File: src/rtl/vx_tcu_int_acc_ctrl_if.sv
// Handshake and datapath bundle for the integer tensor-core accumulator controller.
// master = command/operand source and multiply datapath, slave = controller.
interface vx_tcu_int_acc_ctrl_if #(
    parameter int N              = 2,
    parameter int TCK            = 2 * N,
    parameter int KW             = 8,
    parameter int TCU_MAX_INPUTS = 8
);
    logic                           cmd_valid;
    logic                           cmd_ready;
    logic [2:0]                     cmd_fmt;
    logic [KW-1:0]                  cmd_ksteps;
    logic [TCU_MAX_INPUTS-1:0]      cmd_vld_mask;
    logic [7:0]                     cmd_sf_a;
    logic [7:0]                     cmd_sf_b;
    logic [TCK-1:0][31:0]           cmd_c;

    logic                           op_valid;
    logic                           op_ready;
    logic [N-1:0][31:0]             op_a_row;
    logic [N-1:0][31:0]             op_b_col;

    logic                           dp_valid;
    logic [2:0]                     dp_fmt;
    logic [TCU_MAX_INPUTS-1:0]      dp_vld_mask;
    logic [7:0]                     dp_sf_a;
    logic [7:0]                     dp_sf_b;
    logic [N-1:0][31:0]             dp_a_row;
    logic [N-1:0][31:0]             dp_b_col;
    logic [TCK-1:0][24:0]           dp_result;

    logic                           rsp_valid;
    logic                           rsp_ready;
    logic [TCK-1:0][31:0]           rsp_d;
    logic                           rsp_err;
    logic                           busy;

    modport master (
        output cmd_valid, cmd_fmt, cmd_ksteps, cmd_vld_mask,
        output cmd_sf_a, cmd_sf_b, cmd_c,
        output op_valid, op_a_row, op_b_col,
        output dp_result, rsp_ready,
        input  cmd_ready, op_ready,
        input  dp_valid, dp_fmt, dp_vld_mask, dp_sf_a, dp_sf_b,
        input  dp_a_row, dp_b_col,
        input  rsp_valid, rsp_d, rsp_err, busy
    );

    modport slave (
        input  cmd_valid, cmd_fmt, cmd_ksteps, cmd_vld_mask,
        input  cmd_sf_a, cmd_sf_b, cmd_c,
        input  op_valid, op_a_row, op_b_col,
        input  dp_result, rsp_ready,
        output cmd_ready, op_ready,
        output dp_valid, dp_fmt, dp_vld_mask, dp_sf_a, dp_sf_b,
        output dp_a_row, dp_b_col,
        output rsp_valid, rsp_d, rsp_err, busy
    );
endinterface

File: src/rtl/vx_tcu_int_acc_ctrl.sv
// Integer tensor-core accumulate controller: command -> K operand beats -> response.
// Optional saturating accumulate when VX_TCU_INT_ACC_SAT_EN is defined.
module vx_tcu_int_acc_ctrl #(
    parameter int N              = 2,
    parameter int TCK            = 2 * N,
    parameter int KW             = 8,
    parameter int TCU_MAX_INPUTS = 8
) (
    input  logic                   clk,
    input  logic                   reset_n,
    vx_tcu_int_acc_ctrl_if.slave   bus
);
    localparam logic [2:0] FMT_I8   = 3'd0;
    localparam logic [2:0] FMT_U8   = 3'd1;
    localparam logic [2:0] FMT_I4   = 3'd2;
    localparam logic [2:0] FMT_U4   = 3'd3;
    localparam logic [2:0] FMT_MXI8 = 3'd4;

    typedef enum logic [1:0] {
        IDLE,
        STEP,
        DRAIN,
        DONE
    } state_e;

    state_e                    state_q, state_d;
    logic [KW-1:0]             cnt_q, cnt_d;
    logic [TCK-1:0][31:0]      acc_q, acc_d;
    logic                      dp_valid_q, dp_valid_d;
    logic [2:0]                dp_fmt_q, dp_fmt_d;
    logic [TCU_MAX_INPUTS-1:0] dp_mask_q, dp_mask_d;
    logic [7:0]                dp_sf_a_q, dp_sf_a_d;
    logic [7:0]                dp_sf_b_q, dp_sf_b_d;
    logic [N-1:0][31:0]        dp_a_q, dp_a_d;
    logic [N-1:0][31:0]        dp_b_q, dp_b_d;
    logic                      rsp_err_q, rsp_err_d;

    logic cmd_fire;
    logic op_fire;
    logic fmt_ok;
    logic fmt_signed;

    function automatic logic [31:0] acc_add(
        input logic [31:0] a,
        input logic [24:0] r,
        input logic        sgn
    );
        logic [31:0] e;
        logic [32:0] s;
        e = sgn ? {{7{r[24]}}, r} : {7'd0, r};
`ifdef VX_TCU_INT_ACC_SAT_EN
        if (sgn) begin
            s = {a[31], a} + {e[31], e};
            if (s[32] != s[31])
                acc_add = s[32] ? 32'h8000_0000 : 32'h7FFF_FFFF;
            else
                acc_add = s[31:0];
        end else begin
            s = {1'b0, a} + {1'b0, e};
            acc_add = s[32] ? 32'hFFFF_FFFF : s[31:0];
        end
`else
        s = {1'b0, a} + {1'b0, e};
        acc_add = s[31:0];
`endif
    endfunction

    assign fmt_ok     = (bus.cmd_fmt <= FMT_MXI8);
    assign fmt_signed = (dp_fmt_q == FMT_I8) || (dp_fmt_q == FMT_I4)
                     || (dp_fmt_q == FMT_MXI8);

    assign bus.cmd_ready = (state_q == IDLE);
    assign bus.op_ready  = (state_q == STEP) && (cnt_q != '0);
    assign cmd_fire      = bus.cmd_valid && bus.cmd_ready;
    assign op_fire       = bus.op_valid && bus.op_ready;

    always_comb begin
        state_d    = state_q;
        cnt_d      = cnt_q;
        acc_d      = acc_q;
        dp_valid_d = 1'b0;
        dp_fmt_d   = dp_fmt_q;
        dp_mask_d  = dp_mask_q;
        dp_sf_a_d  = dp_sf_a_q;
        dp_sf_b_d  = dp_sf_b_q;
        dp_a_d     = dp_a_q;
        dp_b_d     = dp_b_q;
        rsp_err_d  = rsp_err_q;

        // The beat issued last cycle folds in while the next beat is accepted.
        if (dp_valid_q) begin
            for (int i = 0; i < TCK; i++)
                acc_d[i] = acc_add(acc_q[i], bus.dp_result[i], fmt_signed);
        end

        unique case (state_q)
            IDLE: begin
                if (cmd_fire) begin
                    dp_fmt_d  = bus.cmd_fmt;
                    dp_mask_d = bus.cmd_vld_mask;
                    dp_sf_a_d = bus.cmd_sf_a;
                    dp_sf_b_d = bus.cmd_sf_b;
                    acc_d     = bus.cmd_c;
                    cnt_d     = bus.cmd_ksteps;
                    rsp_err_d = !fmt_ok;
                    if (fmt_ok && (bus.cmd_ksteps != '0))
                        state_d = STEP;
                    else
                        state_d = DONE;
                end
            end
            STEP: begin
                if (op_fire) begin
                    dp_a_d     = bus.op_a_row;
                    dp_b_d     = bus.op_b_col;
                    dp_valid_d = 1'b1;
                    cnt_d      = cnt_q - KW'(1);
                    if (cnt_q == KW'(1))
                        state_d = DRAIN;
                end
            end
            DRAIN: state_d = DONE;
            DONE: begin
                if (bus.rsp_ready) begin
                    state_d   = IDLE;
                    rsp_err_d = 1'b0;
                end
            end
            default: state_d = IDLE;
        endcase
    end

    always_ff @(posedge clk or negedge reset_n) begin
        if (!reset_n) begin
            state_q    <= IDLE;
            cnt_q      <= '0;
            acc_q      <= '0;
            dp_valid_q <= 1'b0;
            dp_fmt_q   <= '0;
            dp_mask_q  <= '0;
            dp_sf_a_q  <= '0;
            dp_sf_b_q  <= '0;
            dp_a_q     <= '0;
            dp_b_q     <= '0;
            rsp_err_q  <= 1'b0;
        end else begin
            state_q    <= state_d;
            cnt_q      <= cnt_d;
            acc_q      <= acc_d;
            dp_valid_q <= dp_valid_d;
            dp_fmt_q   <= dp_fmt_d;
            dp_mask_q  <= dp_mask_d;
            dp_sf_a_q  <= dp_sf_a_d;
            dp_sf_b_q  <= dp_sf_b_d;
            dp_a_q     <= dp_a_d;
            dp_b_q     <= dp_b_d;
            rsp_err_q  <= rsp_err_d;
        end
    end

    assign bus.dp_valid    = dp_valid_q;
    assign bus.dp_fmt      = dp_fmt_q;
    assign bus.dp_vld_mask = dp_mask_q;
    assign bus.dp_sf_a     = dp_sf_a_q;
    assign bus.dp_sf_b     = dp_sf_b_q;
    assign bus.dp_a_row    = dp_a_q;
    assign bus.dp_b_col    = dp_b_q;
    assign bus.rsp_valid   = (state_q == DONE);
    assign bus.rsp_d       = acc_q;
    assign bus.rsp_err     = rsp_err_q;
    assign bus.busy        = (state_q != IDLE);

endmodule

File: src/flat_wrapper.sv
// flat-port wrapper written by rule: the top's interface ports become plain ports
module vx_tcu_int_acc_ctrl_flat 
#(
    parameter int N              = 2,
    parameter int TCK            = 2 * N,
    parameter int KW             = 8,
    parameter int TCU_MAX_INPUTS = 8
)
  (clk, reset_n, bus_cmd_valid, bus_cmd_fmt, bus_cmd_ksteps, bus_cmd_vld_mask, bus_cmd_sf_a, bus_cmd_sf_b, bus_cmd_c, bus_op_valid, bus_op_a_row, bus_op_b_col, bus_dp_result, bus_rsp_ready, bus_cmd_ready, bus_op_ready, bus_dp_valid, bus_dp_fmt, bus_dp_vld_mask, bus_dp_sf_a, bus_dp_sf_b, bus_dp_a_row, bus_dp_b_col, bus_rsp_valid, bus_rsp_d, bus_rsp_err, bus_busy);
  vx_tcu_int_acc_ctrl_if #(.N(N), .TCK(TCK), .KW(KW), .TCU_MAX_INPUTS(TCU_MAX_INPUTS)) bus_i ();
  input  logic clk;
  input  logic reset_n;
  input wire logic [$bits(bus_i.cmd_valid)-1:0] bus_cmd_valid;
  input wire logic [$bits(bus_i.cmd_fmt)-1:0] bus_cmd_fmt;
  input wire logic [$bits(bus_i.cmd_ksteps)-1:0] bus_cmd_ksteps;
  input wire logic [$bits(bus_i.cmd_vld_mask)-1:0] bus_cmd_vld_mask;
  input wire logic [$bits(bus_i.cmd_sf_a)-1:0] bus_cmd_sf_a;
  input wire logic [$bits(bus_i.cmd_sf_b)-1:0] bus_cmd_sf_b;
  input wire logic [$bits(bus_i.cmd_c)-1:0] bus_cmd_c;
  input wire logic [$bits(bus_i.op_valid)-1:0] bus_op_valid;
  input wire logic [$bits(bus_i.op_a_row)-1:0] bus_op_a_row;
  input wire logic [$bits(bus_i.op_b_col)-1:0] bus_op_b_col;
  input wire logic [$bits(bus_i.dp_result)-1:0] bus_dp_result;
  input wire logic [$bits(bus_i.rsp_ready)-1:0] bus_rsp_ready;
  output wire logic [$bits(bus_i.cmd_ready)-1:0] bus_cmd_ready;
  output wire logic [$bits(bus_i.op_ready)-1:0] bus_op_ready;
  output wire logic [$bits(bus_i.dp_valid)-1:0] bus_dp_valid;
  output wire logic [$bits(bus_i.dp_fmt)-1:0] bus_dp_fmt;
  output wire logic [$bits(bus_i.dp_vld_mask)-1:0] bus_dp_vld_mask;
  output wire logic [$bits(bus_i.dp_sf_a)-1:0] bus_dp_sf_a;
  output wire logic [$bits(bus_i.dp_sf_b)-1:0] bus_dp_sf_b;
  output wire logic [$bits(bus_i.dp_a_row)-1:0] bus_dp_a_row;
  output wire logic [$bits(bus_i.dp_b_col)-1:0] bus_dp_b_col;
  output wire logic [$bits(bus_i.rsp_valid)-1:0] bus_rsp_valid;
  output wire logic [$bits(bus_i.rsp_d)-1:0] bus_rsp_d;
  output wire logic [$bits(bus_i.rsp_err)-1:0] bus_rsp_err;
  output wire logic [$bits(bus_i.busy)-1:0] bus_busy;
  assign bus_i.cmd_valid = bus_cmd_valid;
  assign bus_i.cmd_fmt = bus_cmd_fmt;
  assign bus_i.cmd_ksteps = bus_cmd_ksteps;
  assign bus_i.cmd_vld_mask = bus_cmd_vld_mask;
  assign bus_i.cmd_sf_a = bus_cmd_sf_a;
  assign bus_i.cmd_sf_b = bus_cmd_sf_b;
  assign bus_i.cmd_c = bus_cmd_c;
  assign bus_i.op_valid = bus_op_valid;
  assign bus_i.op_a_row = bus_op_a_row;
  assign bus_i.op_b_col = bus_op_b_col;
  assign bus_i.dp_result = bus_dp_result;
  assign bus_i.rsp_ready = bus_rsp_ready;
  assign bus_cmd_ready = bus_i.cmd_ready;
  assign bus_op_ready = bus_i.op_ready;
  assign bus_dp_valid = bus_i.dp_valid;
  assign bus_dp_fmt = bus_i.dp_fmt;
  assign bus_dp_vld_mask = bus_i.dp_vld_mask;
  assign bus_dp_sf_a = bus_i.dp_sf_a;
  assign bus_dp_sf_b = bus_i.dp_sf_b;
  assign bus_dp_a_row = bus_i.dp_a_row;
  assign bus_dp_b_col = bus_i.dp_b_col;
  assign bus_rsp_valid = bus_i.rsp_valid;
  assign bus_rsp_d = bus_i.rsp_d;
  assign bus_rsp_err = bus_i.rsp_err;
  assign bus_busy = bus_i.busy;
  vx_tcu_int_acc_ctrl #(.N(N), .TCK(TCK), .KW(KW), .TCU_MAX_INPUTS(TCU_MAX_INPUTS)) u_core (.clk(clk), .reset_n(reset_n), .bus(bus_i));
endmodule
File: config.mk
export PLATFORM = sky130hd
export DESIGN_NAME = vx_tcu_int_acc_ctrl_flat
export DESIGN_NICKNAME = d
export VERILOG_FILES = /design/src/rtl/vx_tcu_int_acc_ctrl_if.sv /design/src/rtl/vx_tcu_int_acc_ctrl.sv /design/src/flat_wrapper.sv
export SDC_FILE = /design/constraint.sdc
export NUM_CORES = 1
export LEC_CHECK = 0
export BUFFER_PORTS_ARGS = -buffer_cell sky130_fd_sc_hd__buf_4
export CORE_AREA = 5 5 262 264
export DETAILED_ROUTE_END_ITERATION = 6
export DIE_AREA = 0 0 267 269
export GPL_TIMING_DRIVEN = 0
export HOLD_SLACK_MARGIN = 0.15
export PLACE_DENSITY = 0.61
export SYNTH_ARGS = -nofsm -noshare
export SYNTH_HDL_FRONTEND = slang
export SYNTH_SLANG_ARGS = --single-unit
File: constraint.sdc
create_clock -name clk -period 4.87 [get_ports clk]
set_input_delay 0.2435 -clock clk [delete_from_list [all_inputs] [get_ports clk]]
set_output_delay 0.2435 -clock clk [all_outputs]
set_load 0.05 [all_outputs]
**After elaboration in Yosys (flattened, before gate mapping)**

Index checks and enable logic that the tools add are counted.

- Flip-flop bits (word level): 295
- Input bits: 396
- Logic and storage cells: 72

- Add/subtract/negate cells: 5
- $lt $le $gt $ge: 1
- Equality and inequality tests: 10
- Multiplexer cells: 21
- Reductions and logical operators: 19

Operator list:

| operator | number |
|---|---|
| $mux W128 | 3 |
| $add A32 B32 Y32 | 4 |
| $mux W32 | 4 |
| $mux W8 | 2 |
| $pmux W8 S2 | 1 |
| $reduce_bool A8 Y1 | 2 |
| $mux W2 | 5 |
| $eq A8 B1 Y1 const B | 1 |
| $pmux W2 S4 | 1 |
| $sub A8 B1 Y8 const B | 1 |
| $ne A2 B2 Y1 const B | 3 |
| $reduce_and A3 Y1 | 2 |
| $reduce_bool A2 Y1 | 3 |
| $eq A2 B2 Y1 const B | 2 |
| $logic_and A1 B1 Y1 | 4 |
| $mux W1 | 4 |
| $reduce_and A2 Y1 | 2 |
| $reduce_and A4 Y1 | 1 |
| $eq A3 B2 Y1 const B | 1 |
| $eq A3 B3 Y1 const B | 1 |
| $le A3 B3 Y1 const B | 1 |
| $logic_not A3 Y1 | 1 |
| $eq A2 B1 Y1 const B | 1 |
| $logic_not A2 Y1 | 1 |
| other kinds (4) | 5 |

**Longest topological paths before layout**

Gate-level depths: netlist of run 1.

- Depth in word-level cells: 8
- Depth in mapped cells: 13

**Least setup slack after synthesis of run 1**

Ideal clock, no wire load.

- Path type: register to register
- From: register u_core.acc_q (netlist bit u_core.bus.rsp_d[0])
- To: register u_core.acc_q (netlist bit u_core.bus.rsp_d[30])
- Data arrival time: 2929 ps
- Data required time: 4746 ps
- Slack: 1817 ps
- Stages on the path, launching flop included: 12
- Period minus slack after synthesis: 3053 ps
- Path through: dfrtp_1 > ha_1 > fa_1 > a21oi_1 > o211ai_1 > o211a_2 > and4_1 > o31a_1 > and3_1 > a211oi_2 > mux2i_1 > a211o_1

RTL lines:

| what | RTL line | text |
|---|---|---|
| from (decl) | vx_tcu_int_acc_ctrl.sv:28 | `logic [TCK-1:0][31:0] acc_q, acc_d;` |
| from (signal assigned) | vx_tcu_int_acc_ctrl.sv:137 | `acc_q <= '0;` |
| from (signal assigned) | vx_tcu_int_acc_ctrl.sv:149 | `acc_q <= acc_d;` |

==> impl_metrics.py, run 1 <==
metrics = {
    "worst_setup_path": {
        "r2r-start": "u_core.bus.dp_fmt[1]",
        "r2r_cells": 13,
        "setup.worst_path.start_class": "flip-flop",
        "crit_required_ns": 5.36,
        "path_cells": "a21oi_1, nand2_1, inv_1, ha_1, clkbuf_1, nand4_1, nor4_1, nand4_1, nor2_1, a2bb2oi_1, nor2_1, nand2_1, dlygate4sd3_1",
        "reg2reg_to": "u_core.bus.rsp_d[31]",
        "critPathKind": "reg2reg",
        "path_buf_inv": 3,
        "crit_arrival_ns": 4.83,
        "r2r_slack_ns": 0.53,
        "end_kind": "flip-flop",
        "cpPeakStageDelay_ns": 0.86,
        "worst-path-max-fanout": 8,
        "crit_family": "simple AND/OR/NAND/NOR gates",
        "crit_path_top_delay_cell": "a21oi_1",
    },
    "synth": {
        "synth_fa_ha_area_share_pct": 9.17,
        "synth_top_area_share_pct": 39.4,
        "synth_area_sq_um": 18700,
        "synthCells": 2002,
        "synth_fp_nets": 2533,
        "synth-simple-area-share_pct": 13.4,
        "synth_xor_area_share_pct": 4.72,
        "synth_compound_area_share_pct": 19.3,
        "ys.flop_type": "dfrtp_1",
        "muxShareOfSynthArea_pct": 11.0,
        "post-synth-top-area-cell": "dfrtp_1",
        "synth_seq_area_share_pct": 39.4,
        "synth_edf_count": 0,
        "synth-seq-cells": 295,
        "async_flop_share_pct": 100,
        "ys_top_cells_by_area": "dfrtp_1, ha_1, mux2_2",
        "synth_top_family_by_area": "compound AO/OA/AOI/OAI gates",
        "synth_cell_types": 78,
        "avgSynthCellArea_sq_um": 9.36,
        "yosys_warnings": 0,
    },
    "sta": {
        "max_freq_mhz": 231,
        "fin_hold_ws_ns": 0.187,
        "worst_pin_slew_ns": 1.44,
        "rsz0062_at_grt": "false",
        "finalSetupTns_ns": 0,
        "period_needed_ns": 4.34,
        "setup_viol": 0,
        "fin_crit_sh_pct": 89.1,
        "report.final.slew_viol_count": 0,
        "skew_ns": 0.0180,
        "relSlewSlack_pct": 3.69,
        "hold_viol": 0,
    },
    "detailed_routing": {
        "drt-pass1-iter-count": 5,
        "drtIter0Drc": 981,
        "via_per_inst": 4.99,
        "wirelength_mm": 90.9,
        "drcViolationCount": 0,
        "vias": 19700,
        "wire_per_inst_um": 23.0,
        "postRouteAntennaNets": 0,
    },
    "cells_and_area": {
        "fillCellCount": 6496,
        "layoutNonFillerInstCount": 3945,
        "final_cell_mix": "buf_4, dlygate4sd3_1, dfrtp_1, nand2_1, a21oi_1",
        "num-nets-final": 3562,
        "area_growth_pct": 57.1,
        "final_layout_size_suffix_gt1_share_pct": 29.8,
        "mostFrequentLayoutCell": "buf_4",
    },
    "clocking": {
        "cts_buffers": 39,
        "cts_tree": "built",
        "cts.clk_slew.worst_paths_ns": 0.06,
        "clk_path_buf_depth": 3,
        "worstSkewPairLatency_ns": 0.55,
        "htree_num_levels": 2,
        "cts-root-buf": "clkbuf_16",
        "post_cts.repair.setup_buffers": 0,
        "clock-sinks": 295,
    },
    "global_route": {
        "antenna_found_initial": 31,
        "grt_overflow": 0,
        "grt_max_degree": 109,
        "grt_use_total_pct": 24.0,
        "grt_first_pass_wirelength_mm": 130,
        "grt_pass1_vias": 20500,
    },
    "placed_design": {
        "portBuffers": 684,
        "placed_cells": 3562,
        "dpl.hpwl_mm": 70.1,
        "globalplace.congestion": 0.901,
    },
    "floorplan": {
        "die_w_um": 267,
        "core_sq_um": 66300,
        "die_area_sq_um": 71800,
        "die_y_um": 269,
        "start_util_pct": 28.3,
        "top_level_ports": 685,
        "rows": 95,
    },
    "min_path": {
        "min_from": "bus_dp_result[26]",
        "whs_endpoint": "u_core.bus.rsp_d[33]",
        "holdPathStages": 4,
        "hp-class": "in2reg",
    },
    "pwr": {
        "p_leak_nw": 13.9,
        "ir_worst_vdd_v": 0.000589,
        "powerDensity_nw_per_um2": 797,
    },
    "outcome": {
        "outcome": "completed",
    },
    "job": {
        "cap_viol_max_count": 0,
    },
}
worst min-delay path, stage by stage:
cell	delay, ns
buf_4	0.10
fa_1	0.15
mux2i_1	0.06
o21ai_0	0.15
through the flow:
stage	area, sq um	power [W]	util (%)	worst slack, ns
floorplan	18700	0.0151	-	1.82
global placement	25000	0.0199	37.6	-0.239
detailed placement	25000	0.0200	37.8	0.604
CTS	29400	0.0235	44.3	0.362
global route	29400	0.0249	44.4	0.205
finish	29400	0.0235	44.4	0.532
timing repair:
| action | 4_1_cts | 5_1_grt |
|---|---|---|
| hold endpoints to repair | 376 | 0 |
| hold buffers | 301 | 0 |
| resized for setup | 0 | 0 |
state kept, by name, indices dropped and copies added, names as in the netlist:
| name | cells |
|---|---|
| u_core.bus.dp_sf_a | 8 |
| u_core.cnt_q | 8 |
| u_core.bus.dp_sf_b | 8 |
| u_core.bus.dp_b_col | 64 |
| u_core.bus.dp_fmt | 3 |
| u_core.bus.rsp_d | 128 |
| u_core.bus.dp_a_row | 64 |
| u_core.bus.rsp_err | 1 |
| u_core.state_q | 2 |
| u_core.bus.dp_vld_mask | 8 |
| u_core.bus.dp_valid | 1 |
how the worst max path moves through the flow:
stage,from,endpoint,slack [ns],cells after the start
floorplan,u_core.bus.rsp_d[0],u_core.bus.rsp_d[30],1.82,11
finish,u_core.bus.dp_fmt[1],u_core.bus.rsp_d[31],0.53,13
detailed placement,u_core.state_q[0],u_core.bus.rsp_d[97],0.60,11
CTS,u_core.bus.dp_fmt[1],u_core.bus.rsp_d[31],0.36,13
global route,u_core.bus.dp_fmt[1],u_core.bus.rsp_d[31],0.20,13
global placement,u_core.state_q[0],u_core.bus.rsp_d[97],-0.24,10
final cells by class:
class / count / area, sq um / share of cell area [%]
multi-input combinational: 1557 / 10800 / 36.6
timing repair buffer: 988 / 8230 / 27.9
sequential: 295 / 7380 / 25.1
clock buffer: 53 / 1110 / 3.77
tap: 873 / 1090 / 3.71
buffer: 104 / 410 / 1.39
clock inverter: 14 / 240 / 0.816
inverter: 46 / 173 / 0.586
antenna: 15 / 37.5 / 0.127
kinds of logic after synthesis:
family,count (synthesis)
adder cells (fa/ha/maj),135
multiplexers,189
buffers and inverters,150
flip-flops,295
AO/OA/AOI/OAI,582
XOR/XNOR,101
AND/OR/NAND/NOR,550
report_power, final:
group          leakage [nW]  internal [W]  switching (W)  total (W)
Clock                 0.657       0.00191        0.00122    0.00313
Combinational          9.77       0.00547         0.0101     0.0156
Sequential             3.52       0.00373       0.000993    0.00472
synth_stat cells, drive strengths merged, types with 6 or more instances:
cell type    n
xor2        37
nor3        22
a211o       10
a211oi      16
ha         131
nor2       110
nand2      253
or3         13
and3        42
o21bai      15
a21oi      206
a21o        79
nand2b      10
dfrtp      295
mux2       128
nor2b       11
o21a        10
mux2i       61
a31oi       17
nor4        10
xnor2       64
o22ai       10
buf         24
clkbuf      80
o31ai        6
o21ai      157
nand3       39
inv         46
and2        10
o211ai       9
nand4       16
metal layers:
layer | share of wire, % | track usage, %
met1 | 39 | 27.5
met2 | 49 | 42.4
met3 | 7.5 | 6.68
met4 | 4.5 | 9.40
met5 | 0.15 | 0
No activity file was read; power rests on OpenSTA's default activity.
==> run 2, diff against run 1 <==
Settings changed: REMOVE_ABC_BUFFERS set to 1, SKIP_LAST_GASP set to 1.
==> run 2 against run 1 <==
  * Register-to-register slack improved by 0.08 ns
  * Combinational power hardly changed
  * Critical path depth down 3
  * Highest routed layer unchanged
  * Power down 2.1%
  * Worst hold slack better by 0.0074 ns
  * Clock power fell by 9.6%
  * Clock skew is 0.0014 ns higher
  * Cell area is 0.17% lower
  * Core utilization is 0.076 points lower
  * Non-clock buffer count fell by 75
  * Count of clock-buffer cells in the layout up 1
==> impl_metrics.py, run 2 (synthesis results as in run 1) <==
metrics = {
    "clocking": {
        "post_cts_resize_count": 0,
        "cts_buffers": 38,
        "cts-root-buf": "clkbuf_16",
        "htree_num_levels": 2,
        "cts_tree": "built",
        "holdBufCountCts": 319,
        "clk_path_buf_depth": 3,
        "clock-sinks": 295,
        "cts.clk_slew.worst_paths_ns": 0.06,
        "post_cts.repair.setup_buffers": 0,
        "worstSkewPairLatency_ns": 0.57,
    },
    "worst_setup_path": {
        "setup.worst_path.start_class": "flip-flop",
        "crit_arrival_ns": 4.68,
        "path_cells": "inv_1, ha_1, a21boi_1, and2_4, buf_16, buf_16, a2bb2oi_1, nand2_1, mux2i_1, a21oi_1",
        "reg2reg_to": "u_core.cnt_q[3]",
        "crit_path_frequent_cell": "buf_16",
        "r2r-start": "u_core.state_q[1]",
        "r2r_cells": 10,
        "end_kind": "flip-flop",
        "cpPeakStageDelay_ns": 1.05,
        "critPathKind": "reg2reg",
        "crit_path_top_delay_cell": "a2bb2oi_1",
        "r2r_slack_ns": 0.61,
        "crit_required_ns": 5.29,
        "path_buf_inv": 3,
        "crit_family": "compound AO/OA/AOI/OAI gates",
        "worst-path-max-fanout": 64,
    },
    "placed_design": {
        "globalplace.congestion": 0.899,
        "dpl.hpwl_mm": 60.4,
        "portBuffers": 684,
        "post-place-ws_ns": 0.613,
        "post_dp_cell_area_sq_um": 24900,
    },
    "floorplan": {
        "rows": 95,
        "die_area_sq_um": 71800,
        "core_sq_um": 66300,
        "top_level_ports": 685,
        "start_util_pct": 28.3,
        "die_w_um": 267,
        "die_y_um": 269,
    },
    "global_route": {
        "grt_use_total_pct": 20.7,
        "grt_max_degree": 103,
        "grt_pass1_vias": 19400,
        "grt_overflow": 0,
        "grt_first_pass_wirelength_mm": 116,
        "antenna_found_initial": 27,
    },
    "sta": {
        "report.final.slew_viol_count": 0,
        "setup_viol": 0,
        "fin_crit_sh_pct": 87.5,
        "setup_ws_ns": 0.610,
        "rsz0062_at_grt": "false",
        "worst_pin_slew_ns": 1.27,
        "hold_viol": 0,
        "period_needed_ns": 4.26,
        "skew_ns": 0.0195,
        "relSlewSlack_pct": 15.1,
        "max_freq_mhz": 235,
    },
    "outcome": {
        "outcome": "completed",
    },
    "cells_and_area": {
        "stdcell_area_sq_um": 29400,
        "largest_register_ffs": 128,
        "final_cell_mix": "buf_4, dlygate4sd3_1, dfrtp_1, nand2_1, a21oi_1",
        "final_layout_size_suffix_gt1_share_pct": 30.5,
        "area_growth_pct": 56.9,
        "num-nets-final": 3486,
        "mostFrequentLayoutCell": "buf_4",
    },
    "pwr": {
        "powerDensity_nw_per_um2": 781,
        "ir_worst_vdd_v": 0.000724,
        "p_leak_nw": 13.9,
        "total_power_w": 0.0230,
    },
    "detailed_routing": {
        "wirelength_mm": 79.8,
        "postRouteAntennaNets": 0,
        "drtIter0Drc": 1122,
        "wire_per_inst_um": 20.6,
        "vias": 19100,
        "via_per_inst": 4.93,
        "drt-pass1-iter-count": 5,
        "drcViolationCount": 0,
    },
    "min_path": {
        "whs_endpoint": "u_core.bus.dp_b_col[53]",
        "hp-class": "in2reg",
        "holdPathStages": 3,
        "min_from": "bus_op_valid",
    },
    "job": {
        "cap_viol_max_count": 0,
    },
}
## run 2: power by group
group / leakage, nW / switching (W) / internal (W)
clock: 0.599 / 0.00124 / 0.00160
combinational: 9.80 / 0.00978 / 0.00564
sequential: 3.52 / 0.000983 / 0.00373
## run 2: area by class of cell
class                           instances  area [sq um]
Fill cell                            6411         36900
Tap cell                              873          1090
Sequential cell                       295          7390
Inverter                               46           175
Multi-Input combinational cell       1557         10800
Clock inverter                         15           133
Clock buffer                           54          1100
Antenna cell                           17          42.5
Timing Repair Buffer                 1017          8680
## run 2: how the worst max path moves through the flow
stage                         start                    to  slack, ns  cells past startpoint
3_3_place_gp      u_core.state_q[0]  u_core.bus.rsp_d[93]      -9.02                      6
2_1_floorplan     u_core.state_q[0]  u_core.bus.rsp_d[93]      -3.79                      6
6_report          u_core.state_q[1]       u_core.cnt_q[3]       0.61                     10
3_5_place_dp      u_core.state_q[1]       u_core.cnt_q[3]       0.61                     10
4_1_cts        u_core.bus.dp_fmt[1]  u_core.bus.rsp_d[31]       0.49                     12
5_1_grt        u_core.bus.dp_fmt[1]  u_core.bus.rsp_d[31]       0.28                     12
## run 2: per-stage QoR
stage               TNS [ns]  utilization [%]  cells  hold slack, ns
finish                     0             44.3   3874           0.194
global placement    -1479.23             37.0   3455           0.435
global route               0             44.3   3869           0.162
detailed placement         0             37.6   3469           0.381
floorplan            -550.70                -   1898         -0.0521
CTS                        0             44.3   3857           0.154
## run 2: metal layers
layer | vias to the layer above | wire, um | GRT usage (%) | part of all wire [%]
li1 | 9134 | - | - | -
met1 | 9120 | 30300 | 23.3 | 38
met2 | 657 | 40200 | 37.3 | 50
met3 | 159 | 6090 | 5.94 | 7.6
met4 | 12 | 3110 | 7.45 | 3.9
met5 | - | 64 | 0 | 0.080
## run 2: worst min-delay path, cell delays in order
cell and delay, ns:
buf_4 0.08, and2_4 0.22, mux2_2 0.17
